<file path="config.mk">
export PLATFORM = sky130hd
export DESIGN_NAME = ascii_field_entry
export DESIGN_NICKNAME = d
export VERILOG_FILES = /design/src/rtl/atm_ui_pkg.sv /design/src/rtl/ascii_key_decode.sv /design/src/rtl/ascii_field_entry.sv
export SDC_FILE = /design/constraint.sdc
export NUM_CORES = 1
export LEC_CHECK = 0
export ABC_AREA = 1
export BUFFER_PORTS_ARGS = -buffer_cell sky130_fd_sc_hd__buf_2
export CORE_UTILIZATION = 53
export CTS_CLUSTER_SIZE = 20
export DETAILED_ROUTE_END_ITERATION = 16
export PLACE_DENSITY_LB_ADDON = 0.1
export SYNTH_ARGS = -nofsm -noshare
export SYNTH_HDL_FRONTEND = slang
export SYNTH_SLANG_ARGS = --single-unit
</file>
<file path="constraint.sdc">
create_clock -name clk -period 2.6 [get_ports clk]
set_input_delay 0.39 -clock clk [delete_from_list [all_inputs] [get_ports clk]]
set_output_delay 0.39 -clock clk [all_outputs]
set_load 0.1 [all_outputs]
</file>
<file path="src/rtl/atm_ui_pkg.sv">
// Shared codes for the ATM keyboard front end: entry styles, status codes,
// menu codes, ASCII key constants and the field-entry FSM encoding.
package atm_ui_pkg;

   localparam logic [3:0] STYLE_NONE            = 4'd0;
   localparam logic [3:0] STYLE_SINGLE_KEY      = 4'd1;
   localparam logic [3:0] STYLE_ACC_NUMBER      = 4'd2;
   localparam logic [3:0] STYLE_PIN_NUMBER      = 4'd3;
   localparam logic [3:0] STYLE_MENU_SELECTION  = 4'd4;
   localparam logic [3:0] STYLE_CURRENCY_TYPE   = 4'd5;
   localparam logic [3:0] STYLE_CURRENCY_AMOUNT = 4'd6;

   localparam logic [3:0] STATUS_NONE           = 4'b0000;
   localparam logic [3:0] STATUS_EXIT           = 4'b0111;
   localparam logic [3:0] STATUS_INPUT_COMPLETE = 4'b1000;
   localparam logic [3:0] STATUS_INPUT_INVALID  = 4'b1001;

   localparam logic [1:0] MENU_BALANCE  = 2'b00;
   localparam logic [1:0] MENU_CONVERT  = 2'b01;
   localparam logic [1:0] MENU_WITHDRAW = 2'b10;
   localparam logic [1:0] MENU_TRANSFER = 2'b11;

   localparam logic [7:0] KEY_BKSP   = 8'h08;
   localparam logic [7:0] KEY_ENTER  = 8'h0D;
   localparam logic [7:0] KEY_ESC    = 8'h1B;
   localparam logic [7:0] KEY_ZERO   = 8'h30;
   localparam logic [7:0] KEY_NINE   = 8'h39;
   localparam logic [7:0] KEY_MENU_B = 8'h62;
   localparam logic [7:0] KEY_MENU_C = 8'h63;
   localparam logic [7:0] KEY_MENU_T = 8'h74;
   localparam logic [7:0] KEY_MENU_W = 8'h77;
   localparam logic [7:0] KEY_QUIT   = 8'h71;

   typedef enum logic [1:0] {
      ST_IDLE    = 2'd0,
      ST_COLLECT = 2'd1,
      ST_DONE    = 2'd2
   } state_t;

   function automatic logic style_active(input logic [3:0] s);
      return (s != STYLE_NONE) && (s <= STYLE_CURRENCY_AMOUNT);
   endfunction

   function automatic logic style_numeric(input logic [3:0] s);
      return (s == STYLE_ACC_NUMBER) || (s == STYLE_PIN_NUMBER) ||
             (s == STYLE_CURRENCY_AMOUNT);
   endfunction

endpackage

</file>
<file path="src/rtl/ascii_key_decode.sv">
// Combinational classifier for one ASCII key code: digit value, editing keys,
// quit key and menu letters with their menu code.
module ascii_key_decode
   import atm_ui_pkg::*;
(
   input  logic [7:0] ascii_code,
   output logic       is_digit,
   output logic [3:0] digit,
   output logic       is_enter,
   output logic       is_bksp,
   output logic       is_esc,
   output logic       is_quit,
   output logic       is_menu,
   output logic [1:0] menu_code
);

   always_comb begin
      is_digit  = (ascii_code >= KEY_ZERO) && (ascii_code <= KEY_NINE);
      // '0'..'9' carry their value in the low nibble
      digit     = is_digit ? ascii_code[3:0] : 4'd0;
      is_enter  = (ascii_code == KEY_ENTER);
      is_bksp   = (ascii_code == KEY_BKSP);
      is_esc    = (ascii_code == KEY_ESC);
      is_quit   = (ascii_code == KEY_QUIT);
      is_menu   = 1'b0;
      menu_code = MENU_BALANCE;
      case (ascii_code)
         KEY_MENU_B: begin is_menu = 1'b1; menu_code = MENU_BALANCE;  end
         KEY_MENU_C: begin is_menu = 1'b1; menu_code = MENU_CONVERT;  end
         KEY_MENU_W: begin is_menu = 1'b1; menu_code = MENU_WITHDRAW; end
         KEY_MENU_T: begin is_menu = 1'b1; menu_code = MENU_TRANSFER; end
         default: ;
      endcase
   end

endmodule

</file>
<file path="src/rtl/ascii_field_entry.sv">
// Keyboard field collector: registers each key strobe, then edits a BCD buffer
// or selection under a small IDLE/COLLECT/DONE FSM and pulses ready on commit.
module ascii_field_entry
   import atm_ui_pkg::*;
#(
   parameter  int MAX_DIGITS   = 8,
   parameter  int FIXED_DIGITS = 4,
   localparam int CW           = $clog2(MAX_DIGITS + 1)
)(
   input  logic                    clk,
   input  logic                    rst_n,
   input  logic                    key_valid,
   input  logic [7:0]              ascii_code,
   input  logic [3:0]              input_style,
   output logic                    ready,
   output logic [3:0]              status_code,
   output logic [4*MAX_DIGITS-1:0] value,
   output logic [CW-1:0]           digit_count,
   output logic [1:0]              menu_sel,
   output logic [2:0]              currency_sel
);

   localparam logic [CW-1:0] MAX_CNT   = CW'(MAX_DIGITS);
   localparam logic [CW-1:0] FIXED_CNT = CW'(FIXED_DIGITS);

   logic                    key_valid_reg;
   logic [7:0]              ascii_reg;
   logic [3:0]              style_reg;
   logic [3:0]              mode_reg,         mode_next;
   state_t                  state_reg,        state_next;
   logic [4*MAX_DIGITS-1:0] value_reg,        value_next;
   logic [CW-1:0]           count_reg,        count_next;
   logic                    sel_made_reg,     sel_made_next;
   logic [1:0]              menu_sel_reg,     menu_sel_next;
   logic [2:0]              currency_sel_reg, currency_sel_next;
   logic [3:0]              status_reg,       status_next;
   logic                    ready_reg,        ready_next;

   logic       k_is_digit, k_is_enter, k_is_bksp, k_is_esc, k_is_quit, k_is_menu;
   logic [3:0] k_digit;
   logic [1:0] k_menu_code;

   ascii_key_decode u_decode (
      .ascii_code (ascii_reg),
      .is_digit   (k_is_digit),
      .digit      (k_digit),
      .is_enter   (k_is_enter),
      .is_bksp    (k_is_bksp),
      .is_esc     (k_is_esc),
      .is_quit    (k_is_quit),
      .is_menu    (k_is_menu),
      .menu_code  (k_menu_code)
   );

   always_ff @(posedge clk) begin
      if (!rst_n) begin
         key_valid_reg    <= 1'b0;
         ascii_reg        <= 8'd0;
         style_reg        <= STYLE_NONE;
         mode_reg         <= STYLE_NONE;
         state_reg        <= ST_IDLE;
         value_reg        <= '0;
         count_reg        <= '0;
         sel_made_reg     <= 1'b0;
         menu_sel_reg     <= 2'd0;
         currency_sel_reg <= 3'd0;
         status_reg       <= STATUS_NONE;
         ready_reg        <= 1'b0;
      end else begin
         key_valid_reg    <= key_valid;
         ascii_reg        <= ascii_code;
         style_reg        <= input_style;
         mode_reg         <= mode_next;
         state_reg        <= state_next;
         value_reg        <= value_next;
         count_reg        <= count_next;
         sel_made_reg     <= sel_made_next;
         menu_sel_reg     <= menu_sel_next;
         currency_sel_reg <= currency_sel_next;
         status_reg       <= status_next;
         ready_reg        <= ready_next;
      end
   end

   logic                    numeric, cur_ok, edit_key, enter_ok;
   logic [CW-1:0]           limit;
   logic [4*MAX_DIGITS-1:0] base_value;
   logic [CW-1:0]           base_count;
   logic                    base_sel;
   logic [3:0]              base_status;

   always_comb begin
      mode_next         = mode_reg;
      state_next        = state_reg;
      value_next        = value_reg;
      count_next        = count_reg;
      sel_made_next     = sel_made_reg;
      menu_sel_next     = menu_sel_reg;
      currency_sel_next = currency_sel_reg;
      status_next       = status_reg;
      ready_next        = 1'b0;

      numeric  = style_numeric(mode_reg);
      limit    = (mode_reg == STYLE_CURRENCY_AMOUNT) ? MAX_CNT : FIXED_CNT;
      cur_ok   = k_is_digit && (k_digit >= 4'd1) && (k_digit <= 4'd5);
      edit_key = (numeric && (k_is_digit || k_is_bksp || k_is_esc)) ||
                 ((mode_reg == STYLE_MENU_SELECTION) && k_is_menu) ||
                 ((mode_reg == STYLE_CURRENCY_TYPE) && cur_ok);

      case (mode_reg)
         STYLE_SINGLE_KEY:                       enter_ok = 1'b1;
         STYLE_ACC_NUMBER, STYLE_PIN_NUMBER:     enter_ok = (count_reg == FIXED_CNT);
         STYLE_CURRENCY_AMOUNT:                  enter_ok = (count_reg != '0);
         STYLE_MENU_SELECTION, STYLE_CURRENCY_TYPE: enter_ok = sel_made_reg;
         default:                                enter_ok = 1'b0;
      endcase

      // A fresh entry (from IDLE or DONE) starts from an empty buffer
      if (state_reg == ST_COLLECT) begin
         base_value  = value_reg;
         base_count  = count_reg;
         base_sel    = sel_made_reg;
         base_status = status_reg;
      end else begin
         base_value  = '0;
         base_count  = '0;
         base_sel    = 1'b0;
         base_status = STATUS_NONE;
      end

      if (style_reg != mode_reg) begin
         // Mode change aborts the entry and swallows any key sampled with it
         mode_next     = style_reg;
         state_next    = ST_IDLE;
         value_next    = '0;
         count_next    = '0;
         sel_made_next = 1'b0;
         status_next   = STATUS_NONE;
      end else if (key_valid_reg && style_active(mode_reg)) begin
         if (k_is_quit) begin
            state_next    = ST_IDLE;
            value_next    = '0;
            count_next    = '0;
            sel_made_next = 1'b0;
            status_next   = STATUS_EXIT;
            ready_next    = 1'b1;
         end else if (k_is_enter) begin
            if (enter_ok) begin
               state_next  = ST_DONE;
               status_next = STATUS_INPUT_COMPLETE;
               ready_next  = 1'b1;
            end else begin
               status_next = STATUS_INPUT_INVALID;
            end
         end else if (edit_key) begin
            state_next    = ST_COLLECT;
            value_next    = base_value;
            count_next    = base_count;
            sel_made_next = base_sel;
            status_next   = base_status;
            if (numeric && k_is_digit) begin
               if (base_count < limit) begin
                  value_next  = {base_value[4*MAX_DIGITS-5:0], k_digit};
                  count_next  = base_count + CW'(1);
                  status_next = STATUS_NONE;
               end
            end else if (numeric && k_is_bksp) begin
               if (base_count != '0) begin
                  value_next  = base_value >> 4;
                  count_next  = base_count - CW'(1);
                  status_next = STATUS_NONE;
               end
            end else if (numeric && k_is_esc) begin
               value_next  = '0;
               count_next  = '0;
               status_next = STATUS_NONE;
            end else if (k_is_menu) begin
               menu_sel_next = k_menu_code;
               sel_made_next = 1'b1;
               status_next   = STATUS_NONE;
            end else begin
               currency_sel_next = 3'(k_digit - 4'd1);
               sel_made_next     = 1'b1;
               status_next       = STATUS_NONE;
            end
         end
      end
   end

   assign ready        = ready_reg;
   assign status_code  = status_reg;
   assign value        = value_reg;
   assign digit_count  = count_reg;
   assign menu_sel     = menu_sel_reg;
   assign currency_sel = currency_sel_reg;

endmodule

</file>
=== Yosys cells after proc, flatten, opt, wreduce, memory -nomap -nowiden ===
Index checks and enable logic that the tools add are counted.

* Logic and storage cells: 127
* Bits in registers: 66

* $lt $le $gt $ge: 6
* Bitwise operators: 9
* Add/subtract/negate cells: 3
* Reduce and logical (&&, ||, !) cells: 32
* Multiplexer cells: 46
* Equal/unequal tests: 19

{| class="wikitable"
|+ Operators by type and width
! kind !! count
|-
| $mux 32 || 9
|-
| $mux 4 || 19
|-
| $eq 8x7->1 const B || 5
|-
| $reduce_and 9->1 || 2
|-
| $eq 4x3->1 const B || 4
|-
| $eq 8x4->1 const B || 2
|-
| $mux 1 || 12
|-
| $reduce_bool 4->1 || 3
|-
| $logic_and 1x1->1 || 11
|-
| $not 1->1 || 9
|-
| $eq 4x2->1 const B || 2
|-
| $eq 8x5->1 const B || 1
|-
| $ge 8x6->1 const B || 1
|-
| $le 4x3->1 const B || 2
|-
| $le 8x6->1 const B || 1
|-
| $mux 2 || 4
|-
| $logic_or 1x1->1 || 6
|-
| $pmux 2 s3 || 1
|-
| $reduce_and 3->1 || 2
|-
| $reduce_or 2->1 || 3
|-
| $add 4x1->4 const B || 1
|-
| $eq 4x1->1 const B || 1
|-
| $ge 4x1->1 const B || 1
|-
| $lt 4x4->1 || 1
|-
| other kinds (12) || 12
|}

=== Longest topological paths before layout ===
Gate-level depths: netlist of the first run.

* Depth after elaboration: 11
* Mapped depth: 17

=== Cells and area by module ===
A second synthesis of the first run with hierarchy kept.

* Cells, all modules: 902
* Area, all modules: 5108.6 um^2

{| class="wikitable"
|+ Modules (own cells, without submodules)
! module !! cells each !! seq. area each (um^2) !! instances !! area each (um^2)
|-
| ascii_field_entry || 855 || 1321.3 || 1 || 4888.4
|-
| ascii_key_decode || 47 || 0.0 || 1 || 220.2
|}

=== Worst setup path after synthesis of the first run ===
No wires, ideal clock.

* Kind: register to register
* Start: register count_reg[0] (netlist: digit_count[0])
* End: register value_reg[20] (netlist: value[20])
* Clock period less this slack: 2698 ps
* Setup slack: -98 ps
* Arrival: 2558 ps
* Setup time: 141 ps
* Cell stages (with the launch flop): 14
* Path through: dfxtp_1 -> inv_1 -> nor2_1 -> inv_1 -> ha_1 -> o21ai_2 -> clkbuf_1 -> nand2_1 -> o21ai_0 -> nand2_1 -> nand3_1 -> nand2_1 -> nand2_2 -> a21oi_2

* Longest elaborated chain between the ends: 8

{| class="wikitable"
|+ RTL lines
! item !! line !! RTL
|-
| start, declared || ascii_field_entry.sv:32 || <nowiki>logic [CW-1:0] count_reg, count_next;</nowiki>
|-
| start signal, assigned || ascii_field_entry.sv:76 || <nowiki>count_reg <= count_next;</nowiki>
|-
| $mux 4 * || ascii_field_entry.sv:119 || <nowiki>if (state_reg == ST_COLLECT) begin</nowiki>
|-
| parallel branches: the longest is 3 deep, another holds $lt 4x4->1 || - ||
|-
| $mux 32 * || ascii_field_entry.sv:161 || <nowiki>if (numeric && k_is_digit) begin</nowiki>
|-
| $mux 32 * || ascii_field_entry.sv:155 || <nowiki>end else if (edit_key) begin</nowiki>
|-
| $mux 32 * || ascii_field_entry.sv:147 || <nowiki>end else if (k_is_enter) begin</nowiki>
|-
| $mux 32 * || ascii_field_entry.sv:140 || <nowiki>if (k_is_quit) begin</nowiki>
|-
| end signal, assigned || ascii_field_entry.sv:75 || <nowiki>value_reg <= value_next;</nowiki>
|-
| end, declared || ascii_field_entry.sv:31 || <nowiki>logic [4*MAX_DIGITS-1:0] value_reg, value_next;</nowiki>
|}

Every way passes the cells marked *. The select of a mux whose other input is x is not followed.
A chain may end at the register's enable or synchronous reset.

=== Worst setup path in the final report of the first run ===
* Start: register state_reg[1]
* End: register count_reg[0] (netlist: digit_count[0])

* Longest elaborated chain between the ends: 9

{| class="wikitable"
|+ RTL lines
! item !! line !! RTL
|-
| start, declared || ascii_field_entry.sv:30 || <nowiki>state_t state_reg, state_next;</nowiki>
|-
| start signal, assigned || ascii_field_entry.sv:74 || <nowiki>state_reg <= state_next;</nowiki>
|-
| $eq 2x1->1 * || ascii_field_entry.sv:119 ||
|-
| $mux 4 * || ascii_field_entry.sv:119 ||
|-
| $sub 4x1->4 / $reduce_bool 4->1 (equally long branches) || ascii_field_entry.sv:170, ascii_field_entry.sv:168 ||
|-
| $mux 4 || ascii_field_entry.sv:168 || <nowiki>if (base_count != '0) begin</nowiki>
|-
| $mux 4 || ascii_field_entry.sv:167 || <nowiki>end else if (numeric && k_is_bksp) begin</nowiki>
|-
| $mux 4 * || ascii_field_entry.sv:161 ||
|-
| $mux 4 * || ascii_field_entry.sv:155 ||
|-
| $mux 4 * || ascii_field_entry.sv:147 ||
|-
| $mux 4 * || ascii_field_entry.sv:140 ||
|}

Every way passes the cells marked *; elsewhere a longest branch is shown, timed or not. The select of a mux whose other input is x is not followed.

==> results of run 1 <==
## synth_stat cells (4+ instances only)
library cell | count | area [sq um]
inv_2 | 8 | 30.0
nor2_1 | 66 | 248
clkbuf_1 | 15 | 56.3
a21oi_1 | 52 | 260
nand2_2 | 17 | 106
buf_6 | 6 | 67.6
nand4_1 | 6 | 37.5
ha_1 | 4 | 50.1
buf_2 | 17 | 85.1
buf_4 | 6 | 45.0
dfxtp_1 | 66 | 1320
a21oi_2 | 10 | 87.6
inv_1 | 79 | 297
o211ai_1 | 4 | 30.0
nand2_1 | 310 | 1160
xor2_1 | 7 | 61.3
nand3_1 | 110 | 551
o21ai_0 | 57 | 285
nand2_4 | 6 | 67.6
buf_1 | 6 | 22.5
## worst max-delay path: cells and delay by family, from the launching register on
kind	cells	cell delay, ps
AOI/OAI and AO/OA	1	110
buffers and inverters	4	570
adders and majority gates	1	250
and+or+nand+nor	9	1030
DFF	1	320
## per-stage QoR
| stage | cell area, sq um | util | hold WS [ps] |
|---|---|---|---|
| 2_1_floorplan | 5050 | - | 419 |
| 3_3_place_gp | 5390 | 0.583 | 427 |
| 3_5_place_dp | 5390 | 0.583 | 436 |
| 4_1_cts | 5580 | 0.604 | 202 |
| 5_1_grt | 5590 | 0.605 | 200 |
| 6_report | 5590 | 0.605 | 204 |
## worst max path at each step
stage | startpoint | endpoint | slack (ps) | cells after the start
after floorplan | digit_count[3] | value[14] | 7 | 12
after global placement | ascii_reg[6] | digit_count[0] | 250 | 14
after global routing | state_reg[0] | value[0] | 40 | 14
after CTS | ascii_reg[7] | value[31] | 200 | 14
final | state_reg[1] | digit_count[0] | 250 | 15
after detailed placement | ascii_reg[7] | value[31] | 210 | 14
## routing by layer
metal	routed length [microns]	GRT usage	up-vias
li1	-	-	2849
met1	6290	0.365	2541
met2	6670	0.498	187
met3	761	0.0408	22
met4	281	0.111	0
met5	0	0	-
## cell families after synthesis
kind of cell               count (synthesis)  share of synthesized area
adders and majority gates                  4                    0.00991
buffers and inverters                    139                      0.121
DFF                                       66                      0.262
and+or+nand+nor                          529                      0.452
xor gates and xnor gates                   7                     0.0121
AOI/OAI and AO/OA                        129                      0.143
## repair_timing
item	4_1_cts	5_1_grt
gates resized for setup	0	2
hold buffers	0	0
endpoints found under the setup margin	0	7
## power by group
group	total, mW	switching [mW]	internal, mW
Sequential	1.04	0.0161	1.02
Clock	0.916	0.470	0.445
Combinational	0.122	0.0834	0.0383
Total	2.08	0.570	1.51
## final cells by class
| cell class | count | area (sq um) | area share |
|---|---|---|---|
| multi-input combinational | 669 | 3130 | 0.559 |
| sequential | 66 | 1320 | 0.237 |
| timing repair buffer | 78 | 452 | 0.0808 |
| inverter | 89 | 334 | 0.0597 |
| tap | 129 | 161 | 0.0289 |
| clock buffer | 10 | 128 | 0.0228 |
| clock inverter | 6 | 67.6 | 0.0121 |
==> out/results.ini, run 1 <==
[clocking]
cts_root_buf = clkbuf_8
cts_max_path_buffers = 2
cts_tree = done
clock_latency_ps = 360
htreeDepth = 3
cts_setup_buffers = 0
path_clk_slew_ps = 90
numCtsBuffers = 9
clock_sinks = 66

[drt]
wl_per_cell_microns = 13.4
dr_total_vias = 5599
avgViaCountPerCell = 5.35
drc = 0
drt_iter0_markers = 288
dr.pass1.iters = 6
ant_nets = 0
drt-total-wl_mm = 14.0

[yosys]
ys_seq_area_frac = 0.262
ys.flop_type = dfxtp_1
avgSynthCellArea_sq_um = 5.78
ys_warn_count = 0
async_flop_share = 0
ys_types = 32
synthCells = 874
synthesis.nets = 893
synth_edf_count = 0
synthesis.area_sq_mm = 0.00505
ys_ff_latch = 66

[min_path]
hold_path.class = in2reg
hold_path_end = style_reg[3]
worst_hold_startpoint = input_style[3]
min_path_cells = 3

[die]
die_h_microns = 99.6
rows = 35
ioPinCount = 61
dieArea_sq_mm = 0.00992
initial_core_util = 0.547
die_w_microns = 99.6
core_sq_mm = 0.00924

[sta]
period_share = 0.904
clock.fmax_mhz = 425
fin_ws_ps = 249
layout_min_cycle_time_ps = 2350
setup_violations = 0
worst_slew_pin_slew_ps = 602
slew_violations = 0
finalHoldViolations = 0
rsz0062_at_grt = no
tns_ps = 0
finalClockSkew_ps = 8.74
timing.slew.headroom = 0.598

[worst_setup_path]
cpMaxStageDelayCell = dfxtp_1
critPathMaxFanout = 10
reg2regPathDepth = 15
path_class = reg2reg
worstPathArrival_ps = 2640
crit_top_cell = nand2_1
end_kind = register
worst_setup_path_start_kind = register
path_cells = inv_1, nand2_2, buf_4, nor2_1, inv_1, ha_1, o21ai_2, nand3_2, clkinv_1, nand2_1, nand3_1, nand3_1, nand2_1, nand2_1, nor2_1
r2r_end = digit_count[0]
r2r_start = state_reg[1]
worstPathRequired_ps = 2890
rrSetupSlack_ps = 250
cpPeakStageDelay_ps = 320

[grt]
grt_antenna_before_repair = 0
grt_max_degree = 47
grt-ovfl-total = 0
grt_pass1_wl_mm = 23.2
grt_pass1_vias = 5066
grt.total_usage = 0.289

[layout]
final_cells = 1047
largest_register_ffs = 32
layout.cells.most_common = nand2_1
layout_common_cells = nand2_1 (310), nand3_1 (110), inv_1 (79), nor2_1 (66), dfxtp_1 (64)
drive_gt1_frac = 0.160
nets = 932
diodes = 0
syn2layout_area_growth_pct = 10.8
fillers = 942

[outcome]
status = completed

[pwr]
peakVddDrop_uv = 281
cellPowerDensity_mw_per_mm2 = 371
finalPower_mw = 2.08
leakage_nw = 2.77

[placed_design]
place.gp.congestion = 0.910
dp_cells = 1031
pre_cts_slack_ps = 212
port_buffers = 60
hpwlAfterDp_mm = 9.57

[run]
cap_violations = 0

Power figures use the tool's default switching activity.
==> run 2: changes to the inputs <==
--- a/config.mk
+++ b/config.mk
@@ -5,7 +5,7 @@
 export SDC_FILE = /design/constraint.sdc
 export NUM_CORES = 1
 export LEC_CHECK = 0
-export ABC_AREA = 1
+export ABC_AREA = 0
 export BUFFER_PORTS_ARGS = -buffer_cell sky130_fd_sc_hd__buf_2
 export CORE_UTILIZATION = 53
 export CTS_CLUSTER_SIZE = 20
==> out/results.ini, run 2 <==
[layout]
nets = 497  ; -47%
layout_common_cells = buf_2 (60), dfxtp_1 (54), buf_4 (46), nand2_1 (30), a22oi_1 (23)
largest_register_ffs = 32  ; unchanged
syn2layout_area_growth_pct = 34.3
final_cells = 558  ; -47%
layout.cells.most_common = buf_2
post-route-util = 0.745  ; +0.139
fillers = 458  ; -51%
drive_gt1_frac = 0.375  ; +0.215
diodes = 0  ; unchanged

[clocking]
cts_max_path_buffers = 2  ; unchanged
clock_sinks = 66  ; unchanged
clock_latency_ps = 350  ; about the same
numCtsBuffers = 9  ; unchanged
path_clk_slew_ps = 80  ; about the same
cts_tree = done
cts_root_buf = clkbuf_8
htreeDepth = 3  ; unchanged

[drt]
drc = 0  ; unchanged
met2_length_mm = 4.31  ; -35%
routedLengthMet1_mm = 4.41  ; -30%
highest_layer = met4
wl_per_cell_microns = 16.9  ; +26%
dr.pass1.iters = 6  ; unchanged
wl_met3_microns = 571  ; -25%
avgViaCountPerCell = 6.00  ; +12%
ant_nets = 0  ; unchanged
drt_iter0_markers = 324  ; +13%
drt-total-wl_mm = 9.43  ; -33%
dr_total_vias = 3349  ; -40%

[yosys]
yosysTopAreaCellShare = 0.398  ; +0.136
synthesis.nets = 394  ; -56%
ys_seq_area_frac = 0.398  ; +0.136
ys_ff_latch = 66  ; unchanged
synthesis.area_sq_mm = 0.00332  ; -34%
ys_warn_count = 0  ; unchanged
ys.flop_type = dfxtp_1
avgSynthCellArea_sq_um = 8.86  ; +53%
synth_edf_count = 0  ; unchanged
synth_area_leaders = dfxtp_1 (40%), o2bb2ai_1 (5.8%), a22oi_1 (5.2%)
ys_types = 60  ; +88%
yosys-top-cells-count = dfxtp_1 (66), nand2_1 (31), nor2_1 (25)
synthCells = 375  ; -57%
yosys.area.top_type = dfxtp_1
async_flop_share = 0  ; unchanged
synth.most_common_cell = dfxtp_1

[pwr]
leakage_nw = 1.79  ; -35%
cellPowerDensity_mw_per_mm2 = 472  ; +27%
peakVddDrop_uv = 371  ; +32%

[min_path]
hold_path.class = in2reg

[die]
die_h_microns = 81.2  ; -19%
core_sq_mm = 0.00599  ; -35%
dieArea_sq_mm = 0.00659  ; -34%
ioPinCount = 61  ; unchanged
rows = 28  ; -20%
die_w_microns = 81.2  ; -19%
initial_core_util = 0.555  ; +0.00800

[grt]
grt_pass1_vias = 2946  ; -42%
grt_max_degree = 27  ; -43%
grt_pass1_wl_mm = 14.5  ; -38%
grt-ovfl-total = 0  ; unchanged
grt.total_usage = 0.291  ; +0.00213
grt_antenna_before_repair = 0  ; unchanged

[worst_setup_path]
worst_setup_path_start_kind = register
path_class = reg2reg
path_delay_family = compound AO/OA/AOI/OAI gates
cpMaxStageDelayCell = dfxtp_4
cpPeakStageDelay_ps = 380  ; +60 ps
critPathBufInv = 4  ; unchanged
worstPathRequired_ps = 2850  ; -40 ps
end_kind = register
worstPathArrival_ps = 2780  ; +140 ps
path_cells = buf_6, o21ai_0, and2_4, buf_4, buf_4, o211a_4, o31ai_4, mux2i_4, nor2_4, buf_6, a22o_1
critPathMaxFanout = 8  ; -2

[placed_design]
place.gp.congestion = 0.907  ; -0.32%
dp_cells = 530  ; -49%
hpwlAfterDp_mm = 6.51  ; -32%
port_buffers = 60  ; unchanged

[run]
cap_violations = 0  ; unchanged

[sta]
finalClockSkew_ps = 8.44  ; -0.298 ps
layout_min_cycle_time_ps = 2520  ; +173 ps
timing.slew.headroom = 0.638  ; +0.0399
slew_violations = 0  ; unchanged
tns_ps = 0  ; unchanged
clock.fmax_mhz = 396  ; -6.9%
setup_violations = 0  ; unchanged
worst_slew_pin_slew_ps = 541  ; -61.2 ps
period_share = 0.971  ; +0.0665
finalHoldViolations = 0  ; unchanged

[outcome]
status = completed

-- run 2: changes by cell type after synthesis, moves of 22 or more --
cell / delta
nand2_1: -279
a22oi_1: +23
inv_1: -71
nor2_1: -41
o21ai_0: -39
a21oi_1: -38
nand3_1: -92
o2bb2ai_1: +22
-- run 2: what timing repair did --
| action | 4_1_cts | 5_1_grt |
|---|---|---|
| gates resized for setup | 7 | 39 |
| pin swaps | 2 | 17 |
| setup buffers | 2 | 10 |
| endpoints found under the setup margin | 28 | 44 |
| hold buffers | 0 | 0 |
-- run 2: routing by layer --
| metal | track usage | up-vias |
|---|---|---|
| met5 | 0 | - |
| met4 | 0.0893 | 0 |
| met3 | 0.0640 | 18 |
| met2 | 0.430 | 129 |
| met1 | 0.418 | 1593 |
| li1 | - | 1609 |
-- run 2: logic make-up after synthesis --
group                    count (synthesis)  synth area share
XOR/XNOR                                 7            0.0185
multiplexers                             7            0.0215
buffers and inverters                   31            0.0437
AO/OA/AOI/OAI                          115             0.263
flip-flops                              66             0.398
AND/OR/NAND/NOR                        145             0.240
adder cells (fa/ha/maj)                  4            0.0151
-- run 2: final cells by class --
type                    instances  area, sq um  area share
multi-input cells             278         2000       0.449
flip-flops and latches         66         1350       0.302
repair buffers                115          773       0.173
inverters                       8         30.0     0.00673
clock inverters                 6         63.8      0.0143
well taps                      75         93.8      0.0210
clock buffers                  10          149      0.0334
-- run 2: worst register-to-register path, stage by stage, from the launching register on --
cell,delay (ps)
dfxtp_4,380
buf_6,130
o21ai_0,100
and2_4,170
buf_4,120
buf_4,130
o211a_4,250
o31ai_4,340
mux2i_4,330
nor2_4,100
buf_6,150
a22o_1,220
-- run 2: metrics by stage --
stage | cell area [sq um] | power (mW) | setup WS [ps] | hold WS (ps)
after CTS | 4240 | 2.09 | 1.42 | 232
final | 4460 | 2.10 | 75.9 | 241
after global routing | 4460 | 2.18 | -8.56 | 226
after global placement | 3990 | 1.19 | -27.5 | 449
after floorplan | 3370 | 1.14 | 49.0 | 451
after detailed placement | 3990 | 1.19 | -79.6 | 455
-- run 2: final timing paths --
check | cells after the start | startpoint | slack, ps | end
max | 11 | ascii_reg[1] | 80 | value[31]
min | 2 | ascii_code[3] | 240 | ascii_reg[3]
max reg2reg | 11 | ascii_reg[1] | 80 | value[31]
min reg2reg | 2 | currency_sel[1] | 470 | currency_sel[1]
-- run 2: report_power, final --
group | total (mW) | internal (mW) | switching (mW)
Clock | 0.909 | 0.498 | 0.410
Combinational | 0.158 | 0.0745 | 0.0838
Sequential | 1.04 | 1.02 | 0.0150
